## config.mk

```make
export PLATFORM = sky130hd
export DESIGN_NAME = instr_fetch_redirect
export DESIGN_NICKNAME = d
export VERILOG_FILES = /design/src/rtl/dlx_fetch_pkg.sv /design/src/rtl/fetch_skid_buffer.sv /design/src/rtl/instr_fetch_redirect.sv
export SDC_FILE = /design/constraint.sdc
export NUM_CORES = 1
export LEC_CHECK = 0
export BUFFER_PORTS_ARGS = -buffer_cell sky130_fd_sc_hd__buf_2
export CAP_MARGIN = 20
export CORE_MARGIN = 2
export CORE_UTILIZATION = 60
export DETAILED_ROUTE_END_ITERATION = 6
export PLACE_DENSITY = 0.88
export SYNTH_ARGS = -nofsm -noshare
export SYNTH_HDL_FRONTEND = slang
export SYNTH_SLANG_ARGS = --single-unit
export TNS_END_PERCENT = 20
```

## constraint.sdc

```tcl
create_clock -name clk -period 14.8 [get_ports clk]
set_clock_uncertainty 0.15 [all_clocks]
set_input_delay 2.96 -clock clk [delete_from_list [all_inputs] [get_ports clk]]
set_output_delay 2.96 -clock clk [all_outputs]
set_load 0.01 [all_outputs]
```

## src/rtl/dlx_fetch_pkg.sv

```systemverilog
// dlx_fetch_pkg: shared types and constants for the DLX instruction fetch stage.
package dlx_fetch_pkg;
   typedef enum logic [1:0] {BOOT, REQ, HOLD, DRAIN} fetch_state_e;
   localparam logic [31:0] DEFAULT_RESET_PC  = 32'h0000_0000;
   localparam logic [31:0] DEFAULT_NOP_INSTR = 32'h0000_0000;
   localparam logic [31:0] PC_STEP           = 32'd4;
endpackage

```

## src/rtl/fetch_skid_buffer.sv

```systemverilog
// fetch_skid_buffer: one-entry holding register for a word fetched while IF/ID is stalled.
module fetch_skid_buffer (
   input  logic        clk,
   input  logic        reset,
   input  logic        load,
   input  logic        unload,
   input  logic        flush,
   input  logic [31:0] instr_in,
   input  logic [31:0] pc_plus_four_in,
   output logic [31:0] instr,
   output logic [31:0] pc_plus_four,
   output logic        full
);
   logic [31:0] instr_q, instr_d, ppf_q, ppf_d;
   logic        full_q, full_d;
   always_comb begin
      instr_d = load ? instr_in : instr_q;
      ppf_d   = load ? pc_plus_four_in : ppf_q;
      full_d  = load | (full_q & ~(unload | flush));
   end
   always_ff @(posedge clk or posedge reset) begin
      if (reset) begin
         instr_q <= '0;
         ppf_q   <= '0;
         full_q  <= 1'b0;
      end else begin
         instr_q <= instr_d;
         ppf_q   <= ppf_d;
         full_q  <= full_d;
      end
   end
   assign instr        = instr_q;
   assign pc_plus_four = ppf_q;
   assign full         = full_q;
endmodule

```

## src/rtl/instr_fetch_redirect.sv

```systemverilog
// instr_fetch_redirect: DLX IF stage - PC, imem req/ack fetch, IF/ID register, branch redirect.
module instr_fetch_redirect
   import dlx_fetch_pkg::*;
#(
   parameter logic [31:0] RESET_PC  = DEFAULT_RESET_PC,
   parameter logic [31:0] NOP_INSTR = DEFAULT_NOP_INSTR
) (
   input  logic        clk,
   input  logic        reset,
   input  logic        stall,
   input  logic        take_branch,
   input  logic [31:0] branch_target,
   output logic        imem_req,
   output logic [31:0] imem_addr,
   input  logic        imem_ack,
   input  logic [31:0] imem_rdata,
   output logic [31:0] ifid_instr,
   output logic [31:0] ifid_pc_plus_four,
   output logic        ifid_valid
);
   fetch_state_e state_q, state_d;
   logic [31:0]  pc_q, pc_d, tgt_q, tgt_d, instr_q, instr_d, ppf_q, ppf_d;
   logic         valid_q, valid_d;
   logic         buf_load, buf_unload, buf_flush, buf_full;
   logic [31:0]  buf_instr, buf_ppf;
   logic         redirect, ack;
   logic [31:0]  pc_inc, target;

   assign redirect = take_branch & ~stall;
   assign target   = branch_target & ~32'h3;
   assign pc_inc   = pc_q + PC_STEP;
   assign imem_req = (state_q == REQ) | (state_q == DRAIN);
   assign ack      = imem_req & imem_ack;

   fetch_skid_buffer u_skid (
      .clk             (clk),
      .reset           (reset),
      .load            (buf_load),
      .unload          (buf_unload),
      .flush           (buf_flush),
      .instr_in        (imem_rdata),
      .pc_plus_four_in (pc_inc),
      .instr           (buf_instr),
      .pc_plus_four    (buf_ppf),
      .full            (buf_full)
   );

   // An unstalled IF/ID defaults to a bubble; only a real delivery overrides it.
   always_comb begin
      state_d    = state_q;
      pc_d       = pc_q;
      tgt_d      = tgt_q;
      instr_d    = stall ? instr_q : NOP_INSTR;
      ppf_d      = stall ? ppf_q : '0;
      valid_d    = valid_q & stall;
      buf_load   = 1'b0;
      buf_unload = 1'b0;
      buf_flush  = 1'b0;
      case (state_q)
         BOOT: state_d = REQ;
         REQ: begin
            if (redirect) begin
               if (ack) pc_d = target;
               else begin
                  tgt_d   = target;
                  state_d = DRAIN;
               end
            end else if (ack) begin
               pc_d = pc_inc;
               if (stall) begin
                  buf_load = 1'b1;
                  state_d  = HOLD;
               end else begin
                  instr_d = imem_rdata;
                  ppf_d   = pc_inc;
                  valid_d = 1'b1;
               end
            end
         end
         HOLD: begin
            if (redirect) begin
               buf_flush = 1'b1;
               pc_d      = target;
               state_d   = REQ;
            end else if (!stall) begin
               buf_unload = 1'b1;
               instr_d    = buf_instr;
               ppf_d      = buf_ppf;
               valid_d    = buf_full;
               state_d    = REQ;
            end
         end
         DRAIN: begin
            // The request in flight cannot be aborted; its data is thrown away on ack.
            if (redirect) tgt_d = target;
            if (ack) begin
               pc_d    = redirect ? target : tgt_q;
               state_d = REQ;
            end
         end
         default: state_d = BOOT;
      endcase
   end

   always_ff @(posedge clk or posedge reset) begin
      if (reset) begin
         state_q <= BOOT;
         pc_q    <= RESET_PC;
         tgt_q   <= RESET_PC;
         instr_q <= NOP_INSTR;
         ppf_q   <= '0;
         valid_q <= 1'b0;
      end else begin
         state_q <= state_d;
         pc_q    <= pc_d;
         tgt_q   <= tgt_d;
         instr_q <= instr_d;
         ppf_q   <= ppf_d;
         valid_q <= valid_d;
      end
   end

   assign imem_addr         = pc_q;
   assign ifid_instr        = instr_q;
   assign ifid_pc_plus_four = ppf_q;
   assign ifid_valid        = valid_q;
endmodule

```

[Word level (Yosys, flattened, before mapping)]
Index checks and enable logic that the tools add are counted.
Word-level totals
  register bits after elaboration: 196
  bits of input ports: 69
  output and inout bits: 98
  logic and storage cells: 84
Operators by class
  add/subtract/negate cells: 1
  equal/unequal tests: 12
  mux-type cells: 47
  bitwise logic cells: 9
  reductions and logical operators: 6
Operators with widths (count)
  32-bit two-way mux: 20
  32-bit case mux with 2 select lines: 3
  32-bit case mux with 3 select lines: 1
  32-bit by 3-bit adder with 32-bit output (second input constant): 1
  1-bit two-way mux: 14
  2-bit two-way mux: 7
  3-bit inequality test (second input constant): 4
  2-bit inequality test (second input constant): 5
  2-bit case mux with 4 select lines: 1
  5-bit AND reduction: 1
  1-bit AND: 4
  2-bit == test (second input constant): 2
  4-bit AND reduction: 1
  1-bit OR: 3
  3-bit AND reduction: 1
  3-bit nonzero test: 1
  2-bit by 1-bit == test with 1-bit output (second input constant): 1
  2-bit logical NOT: 1
  1-bit inverter: 2
  1-bit case mux with 2 select lines: 1
  2-bit nonzero test: 1

[Depth between registers and ports, before layout]
Gate-level depths: netlist of the first run.
  depth after elaboration: 8
  depth in mapped cells: 9
  mapped depth without buffers: 7

[By module]
Synthesis of the first run repeated with hierarchy kept, for this count alone.
Unflattened totals
  cells, all modules: 846
  area total of the unflattened synthesis: 9740.6 µm²
Modules (own cells, without submodules)
  instr_fetch_redirect: times used 1, cells an instance 707, area each 7121.8 µm², sequential area each 3278.1 µm²
  fetch_skid_buffer: times used 1, cells an instance 139, area each 2618.8 µm², sequential area each 1626.6 µm²

[Least setup slack after synthesis of the first run]
No wires, ideal clock.
  kind: input-to-reg
  start: input imem_ack
  end: register pc_q[24], in the netlist imem_addr[24]
  library setup time: 131 ps
  data arrival time: 4169 ps
  data required time: 14519 ps
  setup slack: 10349 ps
  cell stages on the path: 6
  buffers on the path: 2
  path through: buf_2 o21ba_2 a211oi_1 buf_2 o21ai_0 o2bb2ai_1
On the way
  cells in the longest elaborated chain, start to end: 3
  elaborated cells on any way between the ends: 4
  those cells by class: eq/ne (2); bitwise (1); reduce/logical (1)
RTL lines
  from (decl): line instr_fetch_redirect.sv:15  | input logic imem_ack,
  1-bit AND (*): line instr_fetch_redirect.sv:33  | assign ack = imem_req & imem_ack;
  2-bit inequality test (no line)
  4-bit AND reduction (no line) (*)
  to (signal assigned): line instr_fetch_redirect.sv:115  | pc_q <= pc_d;
  to (decl): line instr_fetch_redirect.sv:22  | logic [31:0] pc_q, pc_d, tgt_q, tgt_d, instr_q, instr_d, ppf_q, ppf_d;
Every way passes the cells marked *; elsewhere a longest branch is shown, timed or not.
A chain may end at the register's enable or synchronous reset.

[Worst setup path after layout of the first run]
  start: input stall
  end: register pc_q[29], in the netlist imem_addr[29]
On the way
  cells in the longest elaborated chain, start to end: 5
  elaborated cells on any way between the ends: 8
  those cells by class: eq/ne (1); mux (4); bitwise (2); reduce/logical (1)
RTL lines
  from (decl): line instr_fetch_redirect.sv:10  | input logic stall,
  1-bit inverter (*): line instr_fetch_redirect.sv:29  | assign redirect = take_branch & ~stall;
  1-bit AND (*): line instr_fetch_redirect.sv:29
  32-bit two-way mux
  32-bit two-way mux: line instr_fetch_redirect.sv:96  | if (ack) begin
  32-bit case mux with 3 select lines: line instr_fetch_redirect.sv:59  | case (state_q)
Every way passes the cells marked *; elsewhere a longest branch is shown, timed or not. The select of a mux whose other input is x is not followed.

==> results.py, run 1 <==
metrics = {
    "detailed_routing": {
        "routed.top_layer": "met4",
        "wl_per_cell_um": 19.6,
        "wirelength_um": 23100,
        "vias_per_cell": 6.37,
        "ant_nets": 0,
        "met2_wirelength_um": 11100,
        "dr_wl_met3_um": 1950,
        "drtIter0Drc": 820,
        "first_pass_iters": 6,
        "vias": 7481,
        "wl_met1_um": 9510,
        "drc": 0,
    },
    "critical_path": {
        "worst_path_most_repeated_cell": "nand2b_1",
        "slowest_delay_ps": 780,
        "crit_path_max_fanout": 22,
        "r2r_slack_ps": 11620,
        "cp_slowest_cell": "nand2b_1",
        "worstPathArrival_ps": 5650,
        "crit_required_ps": 14940,
        "crit_type": "in -> reg",
        "crit_path_cell_trace": "buf_2, nand2b_1, nand2b_1, a22o_1, a221oi_1, o41ai_1",
        "start_kind": "primary input",
        "critPathCaptureType": "register",
    },
    "timing": {
        "period_share_pct": 37.2,
        "rsz0062_at_grt": "no",
        "fmax_ghz": 0.182,
        "setup_violations": 0,
        "hold_viol_final": 0,
        "fin_crit_ps": 5510,
        "layout_setup_ws_ps": 9290,
        "slew_headroom_pct": 36.6,
        "slew_violations": 0,
        "setup_tns_ps": 0,
        "worst_pin_slew_ps": 951,
    },
    "clock_network": {
        "ctsResizeCount": 0,
        "numCtsBuffers": 17,
        "cts_buffer_depth": 2,
        "cts_tree": "built",
        "htreeDepth": 4,
        "cts_root_buffer": "clkbuf_16",
        "holdBufCountCts": 0,
        "path_clk_slew_ps": 70,
        "clkSinkCount": 196,
        "clk_latency_ps": 440,
        "cts_setup_buffers": 0,
    },
    "floorplan": {
        "die_area_mm2": 0.0164,
        "die_h_um": 128,
        "die_x_um": 128,
        "pin_count": 167,
        "start_util_pct": 61.1,
        "core_mm2": 0.0151,
        "rows": 45,
    },
    "yosys": {
        "yosysMostFrequentCell": "dfrtp_1",
        "synth.area.top_cells": "dfrtp_1 53%, mux2_2 8.3%, a22o_1 8.0%",
        "synth_nets": 920,
        "netlist_instances": 846,
        "yosysSeqAreaShare_pct": 53.0,
        "synth_warnings": 0,
        "netlist_area_mm2": 0.00926,
        "synth_seq_cells": 196,
        "synth_top_cell_area_share_pct": 53.0,
        "postSynthAreaPerCell_um2": 10.9,
        "synthTopCellsByCount": "196 x dfrtp_1, 85 x a22o_1, 75 x nand2_1",
        "synth_edf_count": 0,
        "synth_ff_type": "dfrtp_1",
        "synthArstFlopShare_pct": 100,
        "synth_top_area_cell": "dfrtp_1",
        "synth_cell_type_count": 62,
    },
    "finish": {
        "n_antenna_cell": 0,
        "layout.nets": 1048,
        "area_growth_syn_to_layout_pct": 16.4,
        "fin_util_pct": 71.2,
        "drive_above_1_share_pct": 30.0,
        "final_cell_area_mm2": 0.0108,
    },
    "grt": {
        "grt_pass1_wl_um": 36300,
        "grt_pass1_vias": 6982,
        "grt_remaining_overflow": 0,
        "grt_antenna_before_repair": 0,
        "grt_max_degree": 115,
        "grt_usage_pct": 28.2,
    },
    "run_status": {
        "status": "finished, final reports clean",
    },
    "place": {
        "pre_cts_ws_ps": 8960,
        "dpl_cell_area_mm2": 0.0102,
        "dp_hpwl_um": 15100,
        "numPortBuffers": 164,
        "place.gp.congestion": 0.871,
    },
    "pwr": {
        "p_leak_nw": 5.03,
        "vdd_drop_max_uv": 115,
        "power_density_mw_per_mm2": 200,
        "total_power_w": 0.00215,
    },
    "hold_path": {
        "hold_path_class": "reg -> reg",
    },
    "job": {
        "drv_cap": 0,
    },
}
[stage by stage]
stage / cells / hold WS [ps]
after floorplan: 846 / 296
after global routing: 1175 / 355
after global placement: 1141 / 311
after detailed placement: 1141 / 320
after CTS: 1173 / 336
final: 1175 / 333
[cells by family after synthesis]
family,after synthesis,share of synthesized area (%)
mux,69,8.38
simple gates,185,10.0
buf+inv,82,3.65
xor+xnor,27,2.55
flops,196,53.0
compound gates,282,21.8
fa+ha+maj,5,0.675
[per-layer routing]
layer  GRT usage (%)  up-vias
li1                -     3405
met1            40.2     3603
met2            44.6      421
met3            4.88       52
met4            8.99        0
met5               0        -
[worst max-delay path: cells and delay by family]
kind,cells,cell delay (ps)
compound gates,3,920
buf+inv,1,240
simple gates,2,1520
[flip-flops by register name, indices dropped and copies added, names as in the netlist]
name / count
u_skid.instr: 32
tgt_q: 32
u_skid.full: 1
state_q: 2
ifid_pc_plus_four: 32
ifid_valid: 1
u_skid.pc_plus_four: 32
imem_addr: 32
ifid_instr: 32
[where the power goes]
group / leakage [nW] / internal (W) / switching, W
clock network: 0.282 / 0.000223 / 0.000217
logic: 2.25 / 0.000335 / 0.000487
registers: 2.49 / 0.000731 / 0.000158
total: 5.03 / 0.00129 / 0.000863
[worst paths after layout]
kind | from | to | cells after the start
worst min register to register | u_skid.pc_plus_four[23] | u_skid.pc_plus_four[23] | 2
worst max register to register | state_q[1] | ifid_pc_plus_four[29] | 7
max in group asynchronous | reset | u_skid.pc_plus_four[20] | 4
worst min-delay path | u_skid.pc_plus_four[23] | u_skid.pc_plus_four[23] | 2
worst max-delay path | stall | imem_addr[29] | 6
min in group asynchronous | reset | ifid_pc_plus_four[24] | 2
[layout make-up]
type	count	area, um^2
well taps	188	235
fillers	1024	4370
clock buffers	17	425
flip-flops and latches	196	4900
clock inverters	15	144
inverters	15	63.8
multi-input cells	568	4060
repair buffers	176	943
[cells in the final DEF, fill, tap and decap left out, types with 3 or more instances in the layout]
| cell type | count |
|---|---|
| a211oi_1 | 3 |
| a21o_1 | 5 |
| a21oi_1 | 21 |
| a221oi_1 | 9 |
| a22o_1 | 85 |
| a22oi_1 | 34 |
| a31oi_1 | 6 |
| and2_1 | 4 |
| and3_1 | 7 |
| buf_2 | 164 |
| buf_4 | 10 |
| clkbuf_16 | 17 |
| clkinv_4 | 4 |
| dfrtp_1 | 196 |
| ha_1 | 5 |
| inv_1 | 13 |
| inv_6 | 5 |
| inv_8 | 3 |
| mux2_2 | 68 |
| nand2_1 | 75 |
| nand2b_1 | 3 |
| nand3_1 | 23 |
| nand3_2 | 3 |
| nand4_1 | 12 |
| nor2_1 | 32 |
| nor3_1 | 4 |
| o21ai_0 | 74 |
| o21ai_1 | 3 |
| o22ai_1 | 5 |
| o2bb2ai_1 | 6 |
| o31a_1 | 5 |
| o31ai_1 | 6 |
| or4_1 | 3 |
| xnor2_1 | 17 |
| xor2_1 | 10 |
(Power assumes the default switching activity.)
==> run 2: changes to the inputs <==
Settings changed: CORE_UTILIZATION 60 to 51, PLACE_DENSITY 0.88 to 0.8.
Clock period 14.8 ns to 4.8 ns, I/O delays scaled along.
==> results.py, run 2 (synthesized netlist as in run 1, its figures left out) <==
metrics = {
    "run_status": {
        "status": "finished, final reports clean",
    },
    "grt": {
        "grt_antenna_before_repair": 0,
        "grt_max_degree": 197,
        "grt_usage_pct": 24.0,
        "grt_remaining_overflow": 0,
        "grt_pass1_wl_um": 37300,
        "grt_pass1_vias": 6924,
    },
    "critical_path": {
        "worstSetupStartpoint": "state_q[0]",
        "start_kind": "register",
        "critPathBufInv": 1,
        "crit_type": "reg -> out",
        "cp_slowest_cell": "ha_1",
        "crit_path_max_fanout": 21,
        "setup.worst_path.end": "imem_req",
        "cp.depth": 3,
        "crit_family": "adder cells",
        "critPathCaptureType": "primary output",
        "crit_path_cell_trace": "ha_1, or2_2, buf_2",
        "crit_required_ps": 3690,
        "worstPathArrival_ps": 2100,
        "r2r-end": "imem_addr[18]",
        "reg2reg_from": "state_q[0]",
        "r2r_slack_ps": 1680,
        "slowest_delay_ps": 740,
        "r2r_cells": 7,
    },
    "clock_network": {
        "cts_buffer_depth": 2,
        "cts_root_buffer": "clkbuf_16",
        "ctsResizeCount": 0,
        "holdBufCountCts": 0,
        "clkSinkCount": 196,
        "htreeDepth": 4,
        "path_clk_slew_ps": 70,
        "cts_setup_buffers": 0,
        "clk_latency_ps": 440,
        "cts_tree": "built",
        "numCtsBuffers": 17,
    },
    "hold_path": {
        "min_path_cells": 2,
        "hold_path_class": "reg -> reg",
    },
    "detailed_routing": {
        "vias_per_cell": 6.03,
        "wl_per_cell_um": 18.7,
        "first_pass_iters": 5,
        "ant_nets": 0,
        "wirelength_um": 22800,
        "drtIter0Drc": 680,
        "drc": 0,
        "vias": 7343,
    },
    "pwr": {
        "power_density_mw_per_mm2": 610,
        "total_power_w": 0.00661,
        "vdd_drop_max_uv": 384,
        "p_leak_nw": 5.02,
    },
    "timing": {
        "slew_headroom_pct": 28.9,
        "period_share_pct": 66.8,
        "fin_crit_ps": 3210,
        "setup_violations": 0,
        "hold_viol_final": 0,
        "slew_violations": 0,
        "rsz0062_at_grt": "no",
        "fmax_ghz": 0.312,
        "setup_tns_ps": 0,
        "worst_pin_slew_ps": 1070,
    },
    "place": {
        "place.gp.congestion": 0.845,
        "dp_hpwl_um": 15100,
        "numPortBuffers": 164,
    },
    "floorplan": {
        "core_mm2": 0.0179,
        "die_h_um": 139,
        "die_x_um": 139,
        "rows": 49,
        "die_area_mm2": 0.0193,
        "start_util_pct": 51.7,
        "pin_count": 167,
    },
    "finish": {
        "final_cell_mix": "196 x dfrtp_1, 164 x buf_2, 85 x a22o_1, 75 x nand2_1, 74 x o21ai_0",
        "fill_cells": 1466,
        "multiInputGateArea_mm2": 0.00406,
        "n_antenna_cell": 0,
        "area_growth_syn_to_layout_pct": 16.9,
        "layout.nets": 1050,
        "seqCellArea_mm2": 0.00490,
        "drive_above_1_share_pct": 30.1,
        "final_common_cell": "dfrtp_1",
    },
    "job": {
        "drv_cap": 0,
    },
}
[run 2: cell types whose count changed in the layout (fill, tap and decap cells not counted), sizes merged]
cell,change
clkinvlp,+4
buf,+2
inv,-1
clkinv,-3
[run 2: metrics by stage]
| step | utilization (%) | setup slack [ps] | hold slack, ps | std cells | cell area (um^2) |
|---|---|---|---|---|---|
| after floorplan | - | 1160 | 296 | 846 | 9270 |
| after global placement | 57.2 | 1550 | 311 | 1185 | 10200 |
| after detailed placement | 57.2 | 1510 | 318 | 1185 | 10200 |
| after CTS | 60.4 | 1620 | 334 | 1217 | 10800 |
| after global routing | 60.5 | 1500 | 360 | 1218 | 10800 |
| final | 60.5 | 1590 | 330 | 1218 | 10800 |
[run 2: cell type report]
| class | count | area share [%] |
|---|---|---|
| inverters | 15 | 0.555 |
| well taps | 229 | 2.65 |
| multi-input cells | 568 | 37.5 |
| repair buffers | 178 | 8.78 |
| clock inverters | 15 | 1.31 |
| clock buffers | 17 | 3.93 |
| flip-flops and latches | 196 | 45.3 |
[run 2: worst min path at each step]
stage / startpoint / endpoint
floorplan: u_skid.full / u_skid.full
global placement: u_skid.full / u_skid.full
detailed placement: u_skid.full / u_skid.full
CTS: u_skid.full / u_skid.full
global route: ifid_pc_plus_four[6] / ifid_pc_plus_four[6]
finish: u_skid.pc_plus_four[21] / u_skid.pc_plus_four[21]
[run 2: per-layer routing]
layer,vias up,part of all wire (%),GRT usage [%]
li1,3409,-,-
met1,3612,45,35.2
met2,296,47,36.8
met3,26,6.9,4.63
met4,0,1.3,7.02
met5,-,0,0
[run 2: report_power, final]
part           switching, W  internal, W
registers          0.000472      0.00225
clock network      0.000680     0.000687
logic               0.00148      0.00104
total               0.00263      0.00398
[run 2: worst register-to-register path, cell delays in order, from the launching register on]
cell and delay [ps]:
dfrtp_1 450, ha_1 740, clkinv_1 540, nor2_1 470
buf_4 290, a22o_1 160, a31oi_1 40, o21ai_0 190
